==> src/rtl/signed_step_counter_if.sv <==
// Button, load and display-side signals of signed_step_counter.
// The master drives the buttons and the load port. The slave (the counter) drives w,x,y,z, ovf and busy.
interface signed_step_counter_if;
    logic       inc_btn;
    logic       dec_btn;
    logic       load;
    logic [3:0] d;
    logic       w;
    logic       x;
    logic       y;
    logic       z;
    logic       ovf;
    logic       busy;

    modport master (
        output inc_btn, dec_btn, load, d,
        input  w, x, y, z, ovf, busy
    );

    modport slave (
        input  inc_btn, dec_btn, load, d,
        output w, x, y, z, ovf, busy
    );
endinterface

==> src/rtl/signed_step_counter.sv <==
// signed_step_counter: holds a 4-bit two's-complement value (-8..+7) for the
// sign/magnitude seven-segment decoder.
// Each of the two push-buttons is synchronised and debounced. Every accepted press
// becomes a single increment or decrement of STEP.
// Build option SIGNED_STEP_SATURATE_EN: when defined, an out-of-range result clamps
// to +7 or -8. When undefined, it wraps modulo 16. ovf is set in both builds.
module signed_step_counter #(
    parameter int unsigned DEBOUNCE_CYCLES = 16,
    parameter int unsigned STEP            = 1
) (
    input  logic                   clk,
    input  logic                   rst,
    signed_step_counter_if.slave   bus
);

    localparam int unsigned CNT_W = 8;
    localparam int unsigned NBTN  = 2;   // index 0 = inc, 1 = dec

    typedef enum logic {
        RELEASED = 1'b0,
        PRESSED  = 1'b1
    } btn_state_e;

    logic [NBTN-1:0]  sync1_q;
    logic [NBTN-1:0]  sync2_q;
    btn_state_e       state_q [NBTN];
    btn_state_e       state_d [NBTN];
    logic [CNT_W-1:0] cnt_q   [NBTN];
    logic [CNT_W-1:0] cnt_d   [NBTN];
    logic [NBTN-1:0]  acc_q;
    logic [NBTN-1:0]  acc_d;
    logic [NBTN-1:0]  acc_prev_q;
    logic             busy_q;
    logic             busy_d;
    logic             inc_ev;
    logic             dec_ev;
    logic [3:0]       value_q;
    logic [3:0]       value_d;
    logic             ovf_q;
    logic             ovf_d;
    logic [4:0]       value_ext;
    logic [4:0]       step_ext;
    logic [4:0]       sum_inc;
    logic [4:0]       sum_dec;

    // Two-flop synchronisers for the raw buttons
    always_ff @(posedge clk or posedge rst) begin
        if (rst) begin
            sync1_q <= '0;
            sync2_q <= '0;
        end else begin
            sync1_q <= {bus.dec_btn, bus.inc_btn};
            sync2_q <= sync1_q;
        end
    end

    // Debouncer state and counter registers
    always_ff @(posedge clk or posedge rst) begin
        if (rst) begin
            for (int i = 0; i < NBTN; i++) begin
                state_q[i] <= RELEASED;
                cnt_q[i]   <= '0;
            end
        end else begin
            for (int i = 0; i < NBTN; i++) begin
                state_q[i] <= state_d[i];
                cnt_q[i]   <= cnt_d[i];
            end
        end
    end

    // Debouncer next state: a differing level must persist until the counter reaches DEBOUNCE_CYCLES
    always_comb begin
        for (int i = 0; i < NBTN; i++) begin
            state_d[i] = state_q[i];
            cnt_d[i]   = '0;
            acc_q[i]   = (state_q[i] == PRESSED);
            if (sync2_q[i] != acc_q[i]) begin
                if (cnt_q[i] == CNT_W'(DEBOUNCE_CYCLES)) begin
                    state_d[i] = (state_q[i] == PRESSED) ? RELEASED : PRESSED;
                end else begin
                    cnt_d[i] = cnt_q[i] + CNT_W'(1);
                end
            end
            acc_d[i] = (state_d[i] == PRESSED);
        end
        // busy is registered against the values that the synchroniser and debouncer take on at this same edge
        busy_d = |(sync1_q ^ acc_d);
    end

    // Edge-detector history and busy register
    always_ff @(posedge clk or posedge rst) begin
        if (rst) begin
            acc_prev_q <= '0;
            busy_q     <= 1'b0;
        end else begin
            acc_prev_q <= acc_q;
            busy_q     <= busy_d;
        end
    end

    assign inc_ev = acc_q[0] & ~acc_prev_q[0];
    assign dec_ev = acc_q[1] & ~acc_prev_q[1];

    // 5-bit signed step arithmetic. Bits 4 and 3 differing means the result is outside -8..+7.
    assign value_ext = {value_q[3], value_q};
    assign step_ext  = 5'(STEP);
    assign sum_inc   = value_ext + step_ext;
    assign sum_dec   = value_ext - step_ext;

    // Value update: load, then simultaneous events cancel, then inc, then dec
    always_comb begin
        value_d = value_q;
        ovf_d   = ovf_q;
        if (bus.load) begin
            value_d = bus.d;
            ovf_d   = 1'b0;
        end else if (inc_ev && dec_ev) begin
            value_d = value_q;
        end else if (inc_ev) begin
            value_d = sum_inc[3:0];
            if (sum_inc[4] != sum_inc[3]) begin
                ovf_d = 1'b1;
`ifdef SIGNED_STEP_SATURATE_EN
                value_d = 4'b0111;
`endif
            end
        end else if (dec_ev) begin
            value_d = sum_dec[3:0];
            if (sum_dec[4] != sum_dec[3]) begin
                ovf_d = 1'b1;
`ifdef SIGNED_STEP_SATURATE_EN
                value_d = 4'b1000;
`endif
            end
        end
    end

    // Value and overflow registers
    always_ff @(posedge clk or posedge rst) begin
        if (rst) begin
            value_q <= '0;
            ovf_q   <= 1'b0;
        end else begin
            value_q <= value_d;
            ovf_q   <= ovf_d;
        end
    end

    assign bus.w    = value_q[3];
    assign bus.x    = value_q[2];
    assign bus.y    = value_q[1];
    assign bus.z    = value_q[0];
    assign bus.ovf  = ovf_q;
    assign bus.busy = busy_q;

endmodule

==> src/flat_wrapper.sv <==
// flat-port wrapper written by rule: the top's interface ports become plain ports
module signed_step_counter_flat 
#(
    parameter int unsigned DEBOUNCE_CYCLES = 16,
    parameter int unsigned STEP            = 1
)
  (clk, rst, bus_inc_btn, bus_dec_btn, bus_load, bus_d, bus_w, bus_x, bus_y, bus_z, bus_ovf, bus_busy);
  signed_step_counter_if bus_i ();
  input  logic clk;
  input  logic rst;
  input wire logic [$bits(bus_i.inc_btn)-1:0] bus_inc_btn;
  input wire logic [$bits(bus_i.dec_btn)-1:0] bus_dec_btn;
  input wire logic [$bits(bus_i.load)-1:0] bus_load;
  input wire logic [$bits(bus_i.d)-1:0] bus_d;
  output wire logic [$bits(bus_i.w)-1:0] bus_w;
  output wire logic [$bits(bus_i.x)-1:0] bus_x;
  output wire logic [$bits(bus_i.y)-1:0] bus_y;
  output wire logic [$bits(bus_i.z)-1:0] bus_z;
  output wire logic [$bits(bus_i.ovf)-1:0] bus_ovf;
  output wire logic [$bits(bus_i.busy)-1:0] bus_busy;
  assign bus_i.inc_btn = bus_inc_btn;
  assign bus_i.dec_btn = bus_dec_btn;
  assign bus_i.load = bus_load;
  assign bus_i.d = bus_d;
  assign bus_w = bus_i.w;
  assign bus_x = bus_i.x;
  assign bus_y = bus_i.y;
  assign bus_z = bus_i.z;
  assign bus_ovf = bus_i.ovf;
  assign bus_busy = bus_i.busy;
  signed_step_counter #(.DEBOUNCE_CYCLES(DEBOUNCE_CYCLES), .STEP(STEP)) u_core (.clk(clk), .rst(rst), .bus(bus_i));
endmodule
==> config.mk <==
export PLATFORM = sky130hd
export DESIGN_NAME = signed_step_counter_flat
export DESIGN_NICKNAME = d
export VERILOG_FILES = /design/src/rtl/signed_step_counter_if.sv /design/src/rtl/signed_step_counter.sv /design/src/flat_wrapper.sv
export SDC_FILE = /design/constraint.sdc
export NUM_CORES = 1
export LEC_CHECK = 0
export BUFFER_PORTS_ARGS = -buffer_cell sky130_fd_sc_hd__buf_2
export CELL_PAD_IN_SITES_DETAIL_PLACEMENT = 1
export CELL_PAD_IN_SITES_GLOBAL_PLACEMENT = 2
export CORE_MARGIN = 2
export CORE_UTILIZATION = 35
export CTS_BUF_LIST = sky130_fd_sc_hd__clkbuf_4 sky130_fd_sc_hd__clkbuf_8
export CTS_CLUSTER_SIZE = 28
export DETAILED_ROUTE_END_ITERATION = 16
export HOLD_SLACK_MARGIN = 0.15
export PLACE_DENSITY_LB_ADDON = 0.1
export REMOVE_ABC_BUFFERS = 1
export SLEW_MARGIN = 40
export SYNTH_ARGS = -nofsm -noshare
export SYNTH_HDL_FRONTEND = slang
export SYNTH_SLANG_ARGS = --single-unit
==> constraint.sdc <==
create_clock -name clk -period 1.9 [get_ports clk]
set_clock_uncertainty 0.05 [all_clocks]
set_input_delay 0.095 -clock clk [delete_from_list [all_inputs] [get_ports clk]]
set_output_delay 0.095 -clock clk [all_outputs]
set_load 0.02 [all_outputs]
======== Yosys cells after proc, flatten, opt, wreduce, memory -nomap -nowiden ========
Index checks and enable logic that the tools add are counted.
storage, ports and cells
  word-level logic and storage cells ...... 53
  register bits ........................... 30
  bits of input ports ..................... 9
operators by class
  add/sub/neg operators ................... 4
  eq/ne operators ......................... 8
  reductions and logical operators ........ 6
  bitwise operators ....................... 5
  mux-type cells .......................... 20
operators with widths
  cell                                                 number
  2-to-1 mux 8 bit                                     4
  adder 8 x 1 -> 8 bit, second input constant          2
  equality test 8 x 5 -> 1 bit, second input constant  2
  2-to-1 mux 4 bit                                     4
  2-to-1 mux 1 bit                                     12
  nonzero test 3 bit                                   2
  adder 4 x 2 -> 5 bit, second input constant          1
  subtractor 4 x 2 -> 5 bit, second input constant     1
  != test 1 bit                                        4
  AND reduction 4 bit                                  1
  != test 3 bit, second input constant                 1
  AND 1 bit                                            2
  != test 2 bit, second input constant                 1
  inverter 1 bit                                       2
  AND reduction 2 bit                                  1
  OR reduction 2 bit                                   1
  XOR 2 bit                                            1
  logical AND 1 bit                                    1

======== Longest topological paths before layout ========
Gate-level depths: netlist (run 1).
  depth in word-level cells ............... 7
  depth in mapped cells ................... 6
  gate-level depth less buffers ........... 6

======== Worst setup path before layout (run 1) ========
No wires, ideal clock.
  kind .................................... reg-to-reg
  start ................................... reg u_core.value_q[0]
  end ..................................... reg u_core.ovf_q (netlist: u_core.bus.ovf)
  stages on the path, launching flop included .. 7
  arrival ................................. 1.534 ns
  period minus slack after synthesis ...... 1.661 ns
  slack ................................... 0.239 ns
  buffers on the path ..................... 0
  path through ............................ dfrtp_1 -> inv_1 -> ha_1 -> nor2b_1 -> xnor2_1 -> or4_1 -> a21oi_1
on the way
  longest elaborated chain between the ends .. 4
  elaborated cells on any way between the ends .. 7
  those cells by class .................... add/sub (2); eq/ne (3); reduce/logical (2)
ends and longest elaborated chain
  element                                                            line                                                    source
  from (decl)                                                        signed_step_counter.sv:37                               logic [3:0] value_q;
  from (signal assigned)                                             signed_step_counter.sv:145                              value_q <= value_d;
  adder 4 x 2 -> 5 bit or subtractor 4 x 2 -> 5 bit (tied branches)  signed_step_counter.sv:108, signed_step_counter.sv:109
  != test 1 bit (on tied branches)                                   signed_step_counter.sv:122, signed_step_counter.sv:130
  != test 3 bit (no line) or nonzero test 3 bit (tied branches)      n/a
  AND reduction 4 bit (no line) (*)                                  n/a
  to (signal assigned)                                               signed_step_counter.sv:146                              ovf_q <= ovf_d;
  to (decl)                                                          signed_step_counter.sv:39                               logic ovf_q;
Every way passes the cells marked *; elsewhere a longest branch is shown, timed or not.
A chain may end at the register's enable or synchronous reset.

======== Worst setup path after layout (run 1) ========
Ends and elaborated chain as after synthesis.

==> results of run 1 <==
## stage by stage
stage / util / cells
finish: 0.466 / 227
floorplan: - / 144
global placement: 0.405 / 209
global route: 0.466 / 227
detailed placement: 0.405 / 209
CTS: 0.465 / 227
## synth_stat cells
cell type / count
o211ai_1: 1
a21oi_1: 3
xnor2_1: 7
and3b_1: 1
a22oi_1: 1
nor3b_1: 1
nand2_1: 8
nand4b_1: 5
ha_1: 6
mux2_2: 2
nor2b_1: 5
nand2b_1: 5
o21ai_0: 3
a41oi_1: 1
or3_1: 1
or4_1: 1
nor2b_4: 1
and2b_1: 1
inv_1: 7
dfrtp_1: 30
nor2_1: 17
nand3_1: 10
and4bb_2: 1
or4b_4: 1
nand4_1: 2
nor4b_1: 1
nor3_1: 1
a311oi_1: 1
nand2b_2: 1
a311oi_2: 1
xor2_1: 11
and3_1: 6
clkbuf_1: 1
and2_1: 1
## worst reg2reg max path, cell delays in order, from the launching register on
cell     delay (ns)
dfrtp_1        0.44
inv_1          0.07
ha_1           0.22
nor2b_1        0.14
xnor2_1        0.12
or4_1          0.40
a21oi_1        0.13
## path summary, 6_finish.rpt
kind | cells after the start | endpoint | slack [ns] | startpoint
hold reg to reg | 0 | u_core.sync2_q[1] | 0.39 | u_core.sync1_q[1]
setup / recovery | 6 | u_core.bus.ovf | 0.26 | u_core.value_q[0]
setup reg to reg | 6 | u_core.bus.ovf | 0.26 | u_core.value_q[0]
min in group clk | 0 | u_core.sync2_q[1] | 0.39 | u_core.sync1_q[1]
max in group asynchronous | 4 | u_core.cnt_q[7] | 1.11 | rst
hold / removal | 4 | u_core.sync2_q[0] | 0.39 | rst
## routing by layer
metal | up-vias | GRT usage
met3 | 4 | 0.0361
met2 | 12 | 0.276
li1 | 557 | -
met1 | 577 | 0.186
met4 | 0 | 0.0513
met5 | - | 0
## kinds of logic (layout without fill, tap and decap cells)
family          after synthesis  after routing  synth area share
flops                        30             30             0.494
fa+ha+maj                     6              6            0.0494
buf+inv                       8             40            0.0198
mux                           2              2            0.0148
compound gates               11             11            0.0510
xor+xnor                     18             18             0.104
simple gates                 70             70             0.267
## state kept, by name, indices dropped and copies added (netlist names)
signal             count
u_core.cnt_q          16
u_core.value_q         4
u_core.acc_prev_q      2
u_core.acc_q           2
u_core.sync1_q         2
u_core.sync2_q         2
u_core.bus.busy        1
u_core.bus.ovf         1
## repair_timing
item	4_1_cts	5_1_grt
endpoints found under the hold margin	37	0
gates resized for setup	0	1
setup buffers	0	0
hold buffers	10	0
endpoints found under the setup margin	0	8
## layout make-up
class,count,area share
Clock buffer,6,0.0433
Timing Repair Buffer,25,0.0932
Multi-Input combinational cell,107,0.391
Sequential cell,30,0.394
Inverter,7,0.0138
Tap cell,50,0.0328
Clock inverter,2,0.0315
## power by group through the flow
stage	Sequential [mW]	Combinational, mW	Clock, mW
finish	0.693	0.141	0.803
global route	0.698	0.163	0.862
CTS	0.693	0.143	0.829
detailed placement	0.705	0.126	0
global placement	0.702	0.121	0
floorplan	0.707	0.0735	0
==> results.toml, run 1 <==
[run_status]
status = "completed"

[timing]
hold_violations = 0
grt_setup_unrepaired = "no"
maxSlewHeadroom = 0.697
drv_slew = 0
tightestPinTransition_ns = 0.452
period_share = 0.865
worst_hold_slack_ns = 0.387
post-route-min-period_ns = 1.64
setup_slack_ns = 0.257
finalSetupTns_ns = 0
fmax_ghz = 0.609
setup_violations = 0

[floorplanning]
die_h_um = 69.9
die_w_um = 69.9
pin_count = 15
dieArea_um2 = 4890
floorplan.initialDensity = 0.372
core_area_um2 = 4090
rows = 23

[cts]
cts.clk_slew.worst_paths_ns = 0.07
root_buffer = "clkbuf_8"
clock_path_buffers = 2
htree_levels = 2
clock_sinks = 30
clk_latency_ns = 0.28
cts_buffers = 5
cts_tree = "yes"

[global_routing]
grt_pass1_vias = 1328
grt_max_degree = 31
grt_pass1_wl_mm = 6.14
grt-ovfl-total = 0
antenna_found_initial = 0
grt.total_usage = 0.156

[logic_synthesis]
synth_area_um2 = 1520
seq_area_frac_synth = 0.494
yosys.cell_types.count = 34
synth_top_area_share = 0.494
yosys_warnings = 0
synth_seq_cells = 30
syn_inst = 145
avgSynthCellArea_um2 = 10.5
yosysTopAreaCell = "dfrtp_1"
ys_top_cells_by_area = "dfrtp_1, xor2_1, ha_1"

[finish]
ff_latch_area_um2 = 751
final_nets = 191
diodes = 0
multi_input_area_um2 = 746
areaGrowthSynthToFinish_pct = 25.3
layout_commonest_cell = "dfrtp_1"
final_cell_mix = "dfrtp_1, nor2_1, buf_2"
fill_cells = 464
fin_area_um2 = 1910
final_layout_size_suffix_gt1_frac = 0.175

[worst_setup_path]
cp_num_buf_inv = 1
start_kind = "flip-flop"
cpPeakStageDelay_ns = 0.44
end_kind = "flip-flop"
crit_slowest_cell = "dfrtp_1"
required_ns = 2.05
critical_path_class = "flip-flop to flip-flop"
crit_chain = "inv_1 -> ha_1 -> nor2b_1 -> xnor2_1 -> or4_1 -> a21oi_1"
path_max_fanout = 6
crit_arrival_ns = 1.80
crit_family = "simple AND/OR/NAND/NOR gates"

[drt]
routed-via-count = 1150
drt-met1-wl_mm = 1.45
dr.max_layer_used = "met4"
viasPerCell = 5.07
drt-initial-drc-count = 37
first_pass_iters = 4
routed_wl_mm = 3.27
drtAntennaViolNets = 0
drc_errors = 0
routedWlPerCell_um = 14.4
wl_met3_um = 88
met2_length_mm = 1.69

[place]
dp_hpwl_mm = 2.31
io_buffers = 14
place_area_um2 = 1660
routabilityCongestion = 0.751
dpl_worst_slack_ns = 0.119

[power]
power_density_nw_per_um2 = 860
power_frac_comb = 0.086
seq_power_share = 0.423
power.share.clock = 0.490
p_switching_uw = 350
power.leakage_nw = 0.865
peakVddDrop_v = 0.000339
intPower_mw = 1.29
power_switching_share = 0.214
power.total_mw = 1.64

[job]
max_cap_violations = 0

[min_path]
hold_path_class = "input pin to async pin"
Power figures use the tool's default switching activity.
==> run 2, diff against run 1 <==
--- a/config.mk
+++ b/config.mk
@@ -15,7 +15,6 @@
 export DETAILED_ROUTE_END_ITERATION = 16
 export HOLD_SLACK_MARGIN = 0.15
 export PLACE_DENSITY_LB_ADDON = 0.1
-export REMOVE_ABC_BUFFERS = 1
 export SLEW_MARGIN = 40
 export SYNTH_ARGS = -nofsm -noshare
 export SYNTH_HDL_FRONTEND = slang
==> constraint.sdc (replaced) <==
create_clock -name clk -period 1.9 [get_ports clk]
set_clock_uncertainty 0.05 [all_clocks]
set_input_delay 0.095 -clock clk [delete_from_list [all_inputs] [get_ports clk]]
set_output_delay 0.095 -clock clk [all_outputs]
set_load 0.005 [all_outputs]
==> results.toml, run 2 (same netlist as run 1, synthesis figures left out) <==
[min_path]
hold_path_class = "input pin to async pin"

[worst_setup_path]
r2r_slack_ns = 0.23
required_ns = 2.05
crit_arrival_ns = 1.81
critical_path_class = "flip-flop to flip-flop"
ff2ff_path_depth = 6
start_kind = "flip-flop"
end_kind = "flip-flop"
reg2reg_to = "u_core.bus.ovf"
path_max_fanout = 6
timing.rr.start = "u_core.value_q[0]"

[floorplanning]
rows = 23
dieArea_um2 = 4890
pin_count = 15
core_area_um2 = 4090
floorplan.initialDensity = 0.372
die_w_um = 69.9
die_h_um = 69.9

[finish]
final-instance-count-excl-fill = 228
fill_cells = 461
areaGrowthSynthToFinish_pct = 22.7
postLayoutCoreUtil = 0.457
final_nets = 192
final_cell_mix = "dfrtp_1, nor2_1, buf_2"
diodes = 0
reg_top3 = "u_core.cnt_q: 16 flops, u_core.value_q: 4 flops"
largest_reg_flops = 16
layout_commonest_cell = "dfrtp_1"
top_register = "u_core.cnt_q"
fin_area_um2 = 1870
final_layout_size_suffix_gt1_frac = 0.180

[drt]
drt-initial-drc-count = 46
drtAntennaViolNets = 0
routed_wl_mm = 3.31
viasPerCell = 5.09
routed-via-count = 1160
routedWlPerCell_um = 14.5
drc_errors = 0
first_pass_iters = 4

[global_routing]
grt_pass1_wl_mm = 5.84
grt-ovfl-total = 0
grt_max_degree = 31
grt.total_usage = 0.147
antenna_found_initial = 0
grt_pass1_vias = 1249

[timing]
setup_slack_ns = 0.234
hold_violations = 0
tightestPinTransition_ns = 0.575
fmax_ghz = 0.600
setup_violations = 0
period_share = 0.877
drv_slew = 0
finalSetupTns_ns = 0
maxSlewHeadroom = 0.614
grt_setup_unrepaired = "no"
post-route-min-period_ns = 1.67

[cts]
cts_buffers = 5
cts_tree = "yes"
htree_levels = 2
clock_sinks = 30
root_buffer = "clkbuf_8"
clk_latency_ns = 0.27
post_cts_buffers = 0
cts.clk_slew.worst_paths_ns = 0.06
clock_path_buffers = 2

[place]
routabilityCongestion = 0.790
io_buffers = 14
place_area_um2 = 1660
dpl_worst_slack_ns = 0.109
dp_hpwl_mm = 2.36
post-place-cells = 210

[logic_synthesis]
synth_nets = 160

[power]
peakVddDrop_v = 0.000409
power_density_nw_per_um2 = 731
power.leakage_nw = 0.851

[job]
max_cap_violations = 0

[run_status]
status = "completed"
[run 2: what timing repair did]
action | CTS | global route
hold buffers | 10 | 0
setup endpoints to repair | 0 | 9
gates resized for setup | 0 | 1
endpoints found under the hold margin | 37 | 0
[run 2: final cells by class]
type | instances | area, um2 | share of cell area
Tap cell | 50 | 62.6 | 0.0335
Inverter | 7 | 26.3 | 0.0141
Sequential cell | 30 | 751 | 0.402
Multi-Input combinational cell | 107 | 746 | 0.400
Clock buffer | 7 | 90.1 | 0.0483
Timing Repair Buffer | 26 | 185 | 0.0993
Clock inverter | 1 | 5.00 | 0.00268
[run 2: worst max-delay path by stage]
stage | to | from
floorplan | u_core.bus.ovf | u_core.value_q[0]
global placement | u_core.cnt_q[14] | u_core.cnt_q[8]
detailed placement | u_core.cnt_q[11] | u_core.cnt_q[8]
CTS | u_core.cnt_q[15] | u_core.cnt_q[8]
global route | u_core.cnt_q[15] | u_core.cnt_q[8]
finish | u_core.bus.ovf | u_core.value_q[0]
[run 2: metrics by stage]
stage          hold WS (ns)  power [mW]
6_report              0.385        1.36
5_1_grt               0.415        1.44
4_1_cts               0.399        1.39
3_5_place_dp          0.148       0.821
3_3_place_gp          0.140       0.813
2_1_floorplan        0.0764       0.773
[run 2: per-layer routing]
metal,GRT usage,up-vias,share of wire
li1,-,563,-
met1,0.198,579,0.48
met2,0.239,14,0.49
met3,0.0390,4,0.026
met4,0.0321,0,0.0076
met5,0,-,0
[run 2: worst max-delay path, stage by stage, from the launching register on]
cell,delay [ns]
dfrtp_1,0.47
inv_1,0.07
ha_1,0.21
nor2b_1,0.14
xnor2_1,0.12
or4_1,0.40
a21oi_1,0.15
[run 2: power breakdown]
group,total [mW],leakage (nW),internal [mW],switching (mW)
Sequential,0.694,0.392,0.662,0.0318
Clock,0.540,0.0517,0.306,0.234
Combinational,0.130,0.407,0.0666,0.0633
==> run 3, diff against run 2 <==
==> constraint.sdc (replaced) <==
create_clock -name clk -period 1.4 [get_ports clk]
set_clock_uncertainty 0.05 [all_clocks]
set_input_delay 0.07 -clock clk [delete_from_list [all_inputs] [get_ports clk]]
set_output_delay 0.07 -clock clk [all_outputs]
set_load 0.005 [all_outputs]
==> results.toml, run 3 (same netlist as run 1, synthesis figures left out) <==
[worst_setup_path]
crit_arrival_ns = 1.68
required_ns = 1.57
cpPeakStageDelay_ns = 0.42
end_kind = "flip-flop"
start_kind = "flip-flop"
crit_slowest_cell = "or4_1"
crit_family = "simple AND/OR/NAND/NOR gates"
crit_chain = "inv_2 -> ha_4 -> nor2b_4 -> xnor2_1 -> or4_1 -> a21oi_2"
path_max_fanout = 4
critical_path_class = "flip-flop to flip-flop"
cp_num_buf_inv = 1

[drt]
routedWlPerCell_um = 15.3
drt-initial-drc-count = 41
routed_wl_mm = 3.85
routed-via-count = 1261
drc_errors = 0
drtAntennaViolNets = 0
first_pass_iters = 2
viasPerCell = 5.00

[global_routing]
grt_pass1_wl_mm = 6.44
grt.total_usage = 0.172
grt_pass1_vias = 1373
grt_max_degree = 31
grt-ovfl-total = 0
antenna_found_initial = 0

[timing]
fmax_ghz = 0.661
setup_slack_ns = -0.114
post-route-min-period_ns = 1.51
period_share = 1.08
tightestPinTransition_ns = 0.509
worst_hold_slack_ns = 0.356
drv_slew = 0
grt_setup_unrepaired = "yes"
hold_violations = 0
setup_violations = 12
maxSlewHeadroom = 0.660

[finish]
layout_commonest_cell = "dfrtp_1"
final_nets = 216
ff_latch_area_um2 = 751
fill_cells = 458
final_cell_mix = "dfrtp_1, buf_4, buf_2"
final_layout_size_suffix_gt1_frac = 0.436
reg_top3 = "u_core.cnt_q: 16 flops, u_core.value_q: 4 flops"
diodes = 0
postLayoutCoreUtil = 0.552
fin_area_um2 = 2260
largest_reg_flops = 16
multi_input_area_um2 = 953
top_register = "u_core.cnt_q"
areaGrowthSynthToFinish_pct = 48.5

[place]
io_buffers = 14
dpl_worst_slack_ns = -0.152
dp_hpwl_mm = 2.56
routabilityCongestion = 0.791
place_area_um2 = 1840

[job]
max_cap_violations = 0

[run_status]
violations = "setup timing"
status = "finished with violations"

[floorplanning]
dieArea_um2 = 4890
pin_count = 15
core_area_um2 = 4090
die_w_um = 69.9
rows = 23
die_h_um = 69.9
floorplan.initialDensity = 0.372

[power]
power.leakage_nw = 0.988
peakVddDrop_v = 0.000514
power_density_nw_per_um2 = 873
power.total_mw = 1.97

[cts]
cts.clk_slew.worst_paths_ns = 0.06
clk_latency_ns = 0.28
clock_sinks = 30
cts_tree = "yes"
cts_buffers = 5
htree_levels = 2
root_buffer = "clkbuf_8"
clock_path_buffers = 2

[min_path]
hold_path_class = "input pin to async pin"

[logic_synthesis]
synth_nets = 160
[run 3: cell count changes in the layout (fill, tap and decap cells not counted), sizes merged]
| cell | previous run | this run |
|---|---|---|
| buf | 16 | 40 |
[run 3: final cells by class]
class                   count  area share
multi-input cells         107       0.422
flip-flops and latches     30       0.333
repair buffers             50       0.164
clock buffers               7      0.0399
well taps                  50      0.0277
inverters                   7      0.0116
clock inverters             1     0.00222
[run 3: report_power, final]
group          switching (mW)  internal (mW)
sequential             0.0331          0.899
clock                   0.320          0.415
combinational           0.139          0.164
total                   0.492           1.48
[run 3: timing repair]
action | 4_1_cts | 5_1_grt
gates resized for setup | 15 | 32
hold buffers | 10 | 0
endpoints found under the setup margin | 20 | 23
setup buffers | 3 | 2
hold endpoints to repair | 37 | 0
pin swaps | 4 | 16
[run 3: final timing paths]
path	startpoint	endpoint	slack [ns]	cells after the start
hold reg to reg	u_core.sync1_q[0]	u_core.sync2_q[0]	0.42	0
min in group clk	bus_inc_btn	u_core.sync1_q[0]	0.38	2
setup reg to reg	u_core.value_q[1]	u_core.bus.ovf	-0.11	6
setup / recovery	u_core.value_q[1]	u_core.bus.ovf	-0.11	6
hold / removal	rst	u_core.acc_q[1]	0.36	4
max in group asynchronous	rst	u_core.sync1_q[1]	0.66	4
[run 3: worst register-to-register path: stages (launching register included)]
cell	delay [ns]
dfrtp_1	0.40
inv_2	0.06
ha_4	0.16
nor2b_4	0.12
xnor2_1	0.12
or4_1	0.42
a21oi_2	0.12
[run 3: per-stage QoR]
stage,instances,setup TNS (ns)
after floorplan,145,-0.235
after global placement,230,-0.645
after detailed placement,230,-1.56
after CTS,251,-0.368
after global routing,252,-1.50
final,252,-0.406
[run 3: metal layers]
layer  track usage  vias up  routed length, um
met5             0        -                  0
met4        0.0598        0                 58
met3        0.0664        8                146
met2         0.276       16               2060
met1         0.210      631               1580
li1              -      606                  -
